--- src/rtl/uart_pkg.sv ---
// Shared UART definitions: parity modes, receiver/transmitter state encoding
// and the default bit period for a 27 MHz clock at 115200 baud.
package uart_pkg;

  localparam int PARITY_NONE = 0;
  localparam int PARITY_ODD  = 1;
  localparam int PARITY_EVEN = 2;

  localparam int DEFAULT_DELAY_FRAMES = 234;

  typedef enum logic [2:0] {
    ST_IDLE   = 3'd0,
    ST_START  = 3'd1,
    ST_DATA   = 3'd2,
    ST_PARITY = 3'd3,
    ST_STOP   = 3'd4
  } uart_state_e;

  // True when the received parity bit disagrees with the data's parity
  function automatic logic parity_mismatch(input logic data_xor, input logic rx_bit,
                                           input int mode);
    return rx_bit ^ data_xor ^ (mode == PARITY_ODD);
  endfunction

endpackage

--- src/rtl/uart_sync2.sv ---
// Two-flop synchroniser for asynchronous pin inputs; resets to the idle-high level.
module uart_sync2 (
  input  logic clk_i,
  input  logic reset_ni,
  input  logic d,
  output logic q
);

  logic meta;

  always_ff @(posedge clk_i or negedge reset_ni) begin
    if (!reset_ni) begin
      meta <= 1'b1;
      q    <= 1'b1;
    end else begin
      meta <= d;
      q    <= meta;
    end
  end

endmodule

--- src/rtl/uart_rx_param.sv ---
// Parametrised UART receiver with 3-sample majority voting, false-start rejection,
// parity/frame error flags and a valid/ready output register with overrun detection.
module uart_rx_param
  import uart_pkg::*;
#(
  parameter int DELAY_FRAMES = DEFAULT_DELAY_FRAMES,
  parameter int DATA_BITS    = 8,
  parameter int PARITY       = PARITY_NONE,
  parameter int STOP_BITS    = 1
) (
  input  logic                 clk_i,
  input  logic                 reset_ni,
  input  logic                 rx_i,
  output logic [DATA_BITS-1:0] data_o,
  output logic                 valid_o,
  input  logic                 ready_i,
  output logic                 parity_err_o,
  output logic                 frame_err_o,
  output logic                 overrun_o
);

  localparam int CW = $clog2(DELAY_FRAMES);
  localparam int IW = 4;
  localparam logic [CW-1:0] HALF_M1 = CW'(DELAY_FRAMES / 2 - 1);
  localparam logic [CW-1:0] HALF    = CW'(DELAY_FRAMES / 2);
  localparam logic [CW-1:0] HALF_P1 = CW'(DELAY_FRAMES / 2 + 1);
  localparam logic [CW-1:0] LAST    = CW'(DELAY_FRAMES - 1);
  localparam logic [CW-1:0] ONE     = CW'(1);

  logic                 rx_s;
  uart_state_e          state;
  logic [CW-1:0]        cnt;
  logic [IW-1:0]        idx;
  logic [1:0]           vote;
  logic [DATA_BITS-1:0] shreg;
  logic                 perr_acc;
  logic                 ferr_acc;

  logic decide;
  logic bit_val;
  logic accept;
  logic commit;
  logic frame_bad;

  uart_sync2 u_sync (
    .clk_i    (clk_i),
    .reset_ni (reset_ni),
    .d        (rx_i),
    .q        (rx_s)
  );

  assign decide    = (state != ST_IDLE) && (cnt == HALF_P1);
  assign bit_val   = (vote[0] & vote[1]) | (vote[0] & rx_s) | (vote[1] & rx_s);
  assign accept    = valid_o && ready_i;
  assign commit    = decide && (state == ST_STOP) && (idx == IW'(STOP_BITS - 1));
  assign frame_bad = ferr_acc | ~bit_val;

  always_ff @(posedge clk_i or negedge reset_ni) begin
    if (!reset_ni) begin
      state        <= ST_IDLE;
      cnt          <= '0;
      idx          <= '0;
      vote         <= 2'b11;
      shreg        <= '0;
      perr_acc     <= 1'b0;
      ferr_acc     <= 1'b0;
      data_o       <= '0;
      valid_o      <= 1'b0;
      parity_err_o <= 1'b0;
      frame_err_o  <= 1'b0;
      overrun_o    <= 1'b0;
    end else begin
      if (state != ST_IDLE) begin
        if (cnt == HALF_M1) vote[0] <= rx_s;
        if (cnt == HALF)    vote[1] <= rx_s;
        cnt <= (cnt == LAST) ? '0 : cnt + 1'b1;
      end

      if (accept) begin
        valid_o   <= 1'b0;
        overrun_o <= 1'b0;
      end

      case (state)
        ST_IDLE: begin
          // The cycle that first sees the low line counts as bit phase 0
          if (!rx_s) begin
            state    <= ST_START;
            cnt      <= ONE;
            idx      <= '0;
            perr_acc <= 1'b0;
            ferr_acc <= 1'b0;
          end
        end
        ST_START: begin
          if (decide && bit_val) begin
            state <= ST_IDLE;
            cnt   <= '0;
          end else if (cnt == LAST) begin
            state <= ST_DATA;
          end
        end
        ST_DATA: begin
          if (decide) shreg <= {bit_val, shreg[DATA_BITS-1:1]};
          if (cnt == LAST) begin
            if (idx == IW'(DATA_BITS - 1)) begin
              idx   <= '0;
              state <= (PARITY != PARITY_NONE) ? ST_PARITY : ST_STOP;
            end else begin
              idx <= idx + 1'b1;
            end
          end
        end
        ST_PARITY: begin
          if (decide) perr_acc <= parity_mismatch(^shreg, bit_val, PARITY);
          if (cnt == LAST) state <= ST_STOP;
        end
        ST_STOP: begin
          // Commit at the last stop-bit decision so a back-to-back start bit is caught
          if (commit) begin
            state <= ST_IDLE;
            cnt   <= '0;
            if (!valid_o || ready_i) begin
              data_o       <= shreg;
              parity_err_o <= perr_acc;
              frame_err_o  <= frame_bad;
              valid_o      <= 1'b1;
            end else begin
              overrun_o <= 1'b1;
            end
          end else if (decide) begin
            ferr_acc <= frame_bad;
          end
          if (cnt == LAST) idx <= idx + 1'b1;
        end
        default: state <= ST_IDLE;
      endcase
    end
  end

  a_cnt_range: assert property (@(posedge clk_i) disable iff (!reset_ni) cnt <= LAST);
  a_state_legal: assert property (@(posedge clk_i) disable iff (!reset_ni)
    state inside {ST_IDLE, ST_START, ST_DATA, ST_PARITY, ST_STOP});
  a_data_hold: assert property (@(posedge clk_i) disable iff (!reset_ni)
    valid_o && !ready_i |=> $stable(data_o));

endmodule

--- config.mk ---
export PLATFORM = sky130hd
export DESIGN_NAME = uart_rx_param
export DESIGN_NICKNAME = d
export VERILOG_FILES = /design/src/rtl/uart_pkg.sv /design/src/rtl/uart_sync2.sv /design/src/rtl/uart_rx_param.sv
export SDC_FILE = /design/constraint.sdc
export NUM_CORES = 1
export LEC_CHECK = 0
export CAP_MARGIN = 30
export CORE_AREA = 5 5 68 70
export DETAILED_ROUTE_END_ITERATION = 10
export DIE_AREA = 0 0 73 75
export PLACE_DENSITY = 0.82
export SYNTH_ARGS = -nofsm -noshare
export SYNTH_HDL_FRONTEND = slang
export SYNTH_SLANG_ARGS = --single-unit
--- constraint.sdc ---
create_clock -name clk_i -period 5.5 [get_ports clk_i]
set_clock_uncertainty 0.2 [all_clocks]
set_input_delay 0.55 -clock clk_i [delete_from_list [all_inputs] [get_ports clk_i]]
set_output_delay 0.55 -clock clk_i [all_outputs]
set_load 0.02 [all_outputs]
# Word level (Yosys, flattened, before mapping)
# Index checks and enable logic that the tools add are counted.
# totals
inputBits,4
ff_bits,41
elab_cells,99
output_inout_bits,12
# op_classes
n_bitwise,8
addsub,2
n_eq_ne,19
n_reduce_logical,22
mux,33
# ops
op,count
$mux 8,5
$eq 8x7->1 const B,3
$pmux 8 s3,1
$mux 3,7
$mux 4,4
$ne 2x2->1 const B,8
$pmux 3 s5,1
$mux 1,12
$pmux 4 s3,1
$add 8x1->8 const B,1
$eq 8x8->1 const B,1
$reduce_and 4->1,2
$reduce_xor 8->1,1
$eq 3x2->1 const B,2
$reduce_and 2->1,3
$reduce_and 3->1,2
$reduce_and 6->1,1
$reduce_bool 3->1,2
$logic_and 1x1->1,5
$add 4x1->4 const B,1
$eq 4x3->1 const B,1
$logic_not 4->1,1
$pmux 1 s2,2
$reduce_bool 2->1,2
other kinds (11),15

# Logic depth before layout (Yosys ltp)
# depth
ltp_word,8
ltp_mapped,7
depth_no_buf,6

# Cells and area by module
# Synthesis repeated with hierarchy kept, for this count alone.
# unflattened
hier_cells,189
hier_area_um2,2115.8
# by_module_without_submodules
mod,area_each_um2,seq_area_each_um2,cells_each,n_inst
uart_rx_param,2063.2,978.4,187,1
uart_sync2,52.6,52.6,2,1

# Least setup slack after synthesis
# OpenSTA, ideal clock, no wires.
# synth_path
path_type,register -> register
from,register cnt[0]
to,register data_o[0]
n_path_buf,1
setup_time_ns,0.125
path_stages_with_launch,8
required_ns,5.175
arrival_ns,1.887
slack_ns,3.289
synth_period_minus_slack_ns,2.211
path_cell_list,dfrtp_1 > inv_1 > ha_1 > nand2_1 > or3_1 > buf_6 > nor3_4 > mux2_2
# synth_between
elab_chain_len,5
# synth_rtl
element,line_no,text
"start, declared",uart_rx_param.sv:32,logic [CW-1:0] cnt;
"start signal, assigned",uart_rx_param.sv:76,cnt <= (cnt == LAST) ? '0 : cnt + 1'b1;
$eq 8x7->1,uart_rx_param.sv:52,assign decide = (state != ST_IDLE) && (cnt == HALF_P1);
$logic_and 1x1->1,uart_rx_param.sv:52,
$logic_and 1x1->1 (2 in a row),uart_rx_param.sv:55,assign commit = decide && (state == ST_STOP) && (idx == IW'(STOP_BITS - 1));
$reduce_and 3->1 (no source line),--,
"end signal, assigned",uart_rx_param.sv:124,data_o <= shreg;
"end, declared",uart_rx_param.sv:14,"output logic [DATA_BITS-1:0] data_o,"
# Every way passes these cells.
# A chain may end at the register's enable or synchronous reset.

# Final worst setup path
# layout_path
from,register cnt[0]
to,register data_o[7]
# Same word-level chain as after synthesis.

==> results.md <==
- Endpoint class of the critical path: flop
- Overall global routing resource usage: 15.9%
- Final core occ: 59.9%
- Final ANT Viol Nets: 0
- Worst-skew pair later-pin latency: ~0.30 ns
- Most frequent cells in the layout: dfrtp_1, mux2_2, clkdlybuf4s50_1, nand2_1, inv_1
- Mapped cell area: around 2100 um2
- Final hold viol count: 0
- CTS Hold Bufs: 0
- WS Path Type: reg2reg
- Remaining Overflow, GRT: 0
- Fraction of layout cells with a size suffix above 1: 19.0%
- Number of synthesized register bits: approximately 40
- Post-layout min period: approximately 2.5 ns
- Achievable Freq: 0.396 GHz
- Setup TNS: 0 ns
- CP delay by family, top: simple AND/OR/NAND/NOR gates
- Final Instance Count excl. Fillers: 250
- P&R area growth vs syn: 12.7%
- Placed insts: about 240
- RR Startpoint: cnt[0]
- Core area: 3910 um2
- # resized after CTS: 0
- Critical path fanouts, max: 10
- Relative slew slack: approximately two fifths
- Clock sinks: 41
- Setup violators final: 0
- PnR Total Power: around 0.5 mW
- Setup crit start: cnt[0]
- Power Density: 215 nW/um2
- R2r endpoint: data_o[7]
- Final WS setup: between 2 and 3 ns
- Synth async-reset ratio: 100%
- Synth Flop Type: dfrtp_1
- CP Launch Type: flop
- Clk root buf: clkbuf_8
- Unrepaired setup endpoints after global routing: no
- Slew Viols, Final: 0
- R2R cell count: 6
- Distinct cells, synth: 46
- Initial core utilization: roughly 53%
- Cell area after layout: about 2300 um2
- Die area: around 5500 um2
- Buffers on Ports: 15
- MaxCap Viol Count: 0
- Residual DRC count: 0
- Hold Path Origin: u_sync.meta
- CP max stage cell: nor3_4
- Drt first pass iters: 4
- Routed wire length per instance: between 10 and 15 um
- Post-DR vias/cell: 5.69
- CP Data Required Time: 5.48 ns
- Row count: 23
- Die W: about 73 um
- H-tree depth: 2
- Antenna cells: 0
- Post-Place Setup Slack: between 2 and 3 ns
- Deepest clock path buffer count: 2
- Outcome: complete, no violations
- DP HPWL: between 2 and 3 mm
- CTS buffer count: 5
- Final net count: around 210
- Dpl cell area: 2260 um2
- Hold_ws: ~0.16 ns
- Pleak: 1.01 nW
- Worst-margin pin slew: slightly below 0.9 ns
- I/O pin count: 16
- R2r setup slk: roughly 3.0 ns
- Antenna violations before repair: 0
- Routed vias: ~1400
- Clock-pin transition on the worst setup and hold timing paths: roughly 0.070 ns
- Post-synth EDFFs: 0
- Vias in the first global route: roughly 1400
- DR iter-0 viols: 102
- CTS tree: built
- Avg Synthesized Cell Area: around 11 um2
- Syn_nets: about 190
- Fin crit share: roughly 46%
- Cell depth of the worst setup path: 6
- Crit path to: data_o[7]
- Arrival @ worst endpoint: 2.50 ns
- Final-layout fill cell count: around 330
- Crit path largest cell delay: between 0.5 and 0.6 ns
- Final wirelength: around 3.7 mm
- Crit-path cells: inv_1 > ha_1 > nand2_1 > or3_1 > nor3_4 > mux2_2
- Register area share after synthesis: 49.5%
- Die Ht: ~75 um
- Routability cong.: roughly 0.83
- Most common cell after layout, fill and taps aside: dfrtp_1
- Worst path bufs/invs: 1
- First-pass GRT wire length: ~6.7 mm
- Postcts setup bufs: 0
- Cells after synthesis: ~180
- VDD IR max: ~0.13 mV
- Worst hold path type: reg2reg
- Largest net degree at the start of global routing: between 40 and 50
- Yosys warns: 0
synthesized netlist by cell type, types with 2 or more instances:
| library cell | number | share of area, % |
|---|---|---|
| mux2_2 | 20 | 11 |
| nor3_4 | 2 | 1.6 |
| inv_1 | 10 | 1.8 |
| nand4_1 | 5 | 1.5 |
| clkbuf_1 | 3 | 0.54 |
| dfstp_2 | 4 | 5.1 |
| nand2_1 | 13 | 2.3 |
| nand3_1 | 5 | 1.2 |
| xnor2_1 | 7 | 2.9 |
| xor2_1 | 5 | 2.1 |
| mux2i_1 | 2 | 0.96 |
| nand2b_1 | 3 | 0.90 |
| nor4b_1 | 4 | 1.7 |
| o21ai_0 | 6 | 1.4 |
| nor2_1 | 9 | 1.6 |
| o311ai_0 | 2 | 0.84 |
| ha_1 | 6 | 3.6 |
| or3_1 | 3 | 0.90 |
| dfrtp_1 | 37 | 44 |
| nor3_1 | 6 | 1.4 |
| a21oi_1 | 4 | 0.96 |
| o22ai_1 | 2 | 0.60 |
sequential cells by signal (all words and copies together), names as in the netlist, 2 cells and up:
register	count
idx	4
shreg	8
state	3
data_o	8
cnt	8
vote	2
cells by family (layout without fill, tap and decap cells):
family,Yosys count,in the layout,synth area share (%)
multiplexers,22,22,11.8
AND/OR/NAND/NOR,59,59,16.7
XOR/XNOR,13,13,6.13
flip-flops,41,41,49.5
buffers and inverters,15,33,3.25
AO/OA/AOI/OAI,25,25,8.54
adder cells (fa/ha/maj),7,7,4.09
per-layer routing:
layer  vias up  GRT usage [%]  share of wire (%)
met2        30           24.3                 48
li1        688              -                  -
met1       695           21.3                 46
met3         9           4.27                4.2
met4         0           6.76                1.7
met5         -              0                  0
layout make-up:
cell class | count | area, um2 | share of cell area (%)
flip-flops and latches | 41 | 1030 | 44.0
multi-input cells | 126 | 982 | 41.9
repair buffers | 15 | 145 | 6.19
clock buffers | 5 | 68.8 | 2.93
well taps | 50 | 62.6 | 2.67
inverters | 10 | 37.5 | 1.60
clock inverters | 3 | 17.5 | 0.747
power by group:
part / total (mW) / leakage, nW / switching [mW] / internal, mW
Clock: 0.194 / 0.0439 / 0.106 / 0.0875
Sequential: 0.303 / 0.539 / 0.000469 / 0.303
Combinational: 0.00829 / 0.428 / 0.00664 / 0.00165
worst min-delay path by stage:
stage               depth (start not counted)  slack, ns       end
finish                                      0       0.16  u_sync.q
global route                                0       0.16  u_sync.q
CTS                                         0       0.16  u_sync.q
detailed placement                          0       0.15  u_sync.q
global placement                            0       0.15  u_sync.q
floorplan                                   0       0.05    cnt[0]
Power figures use the tool's default switching activity.
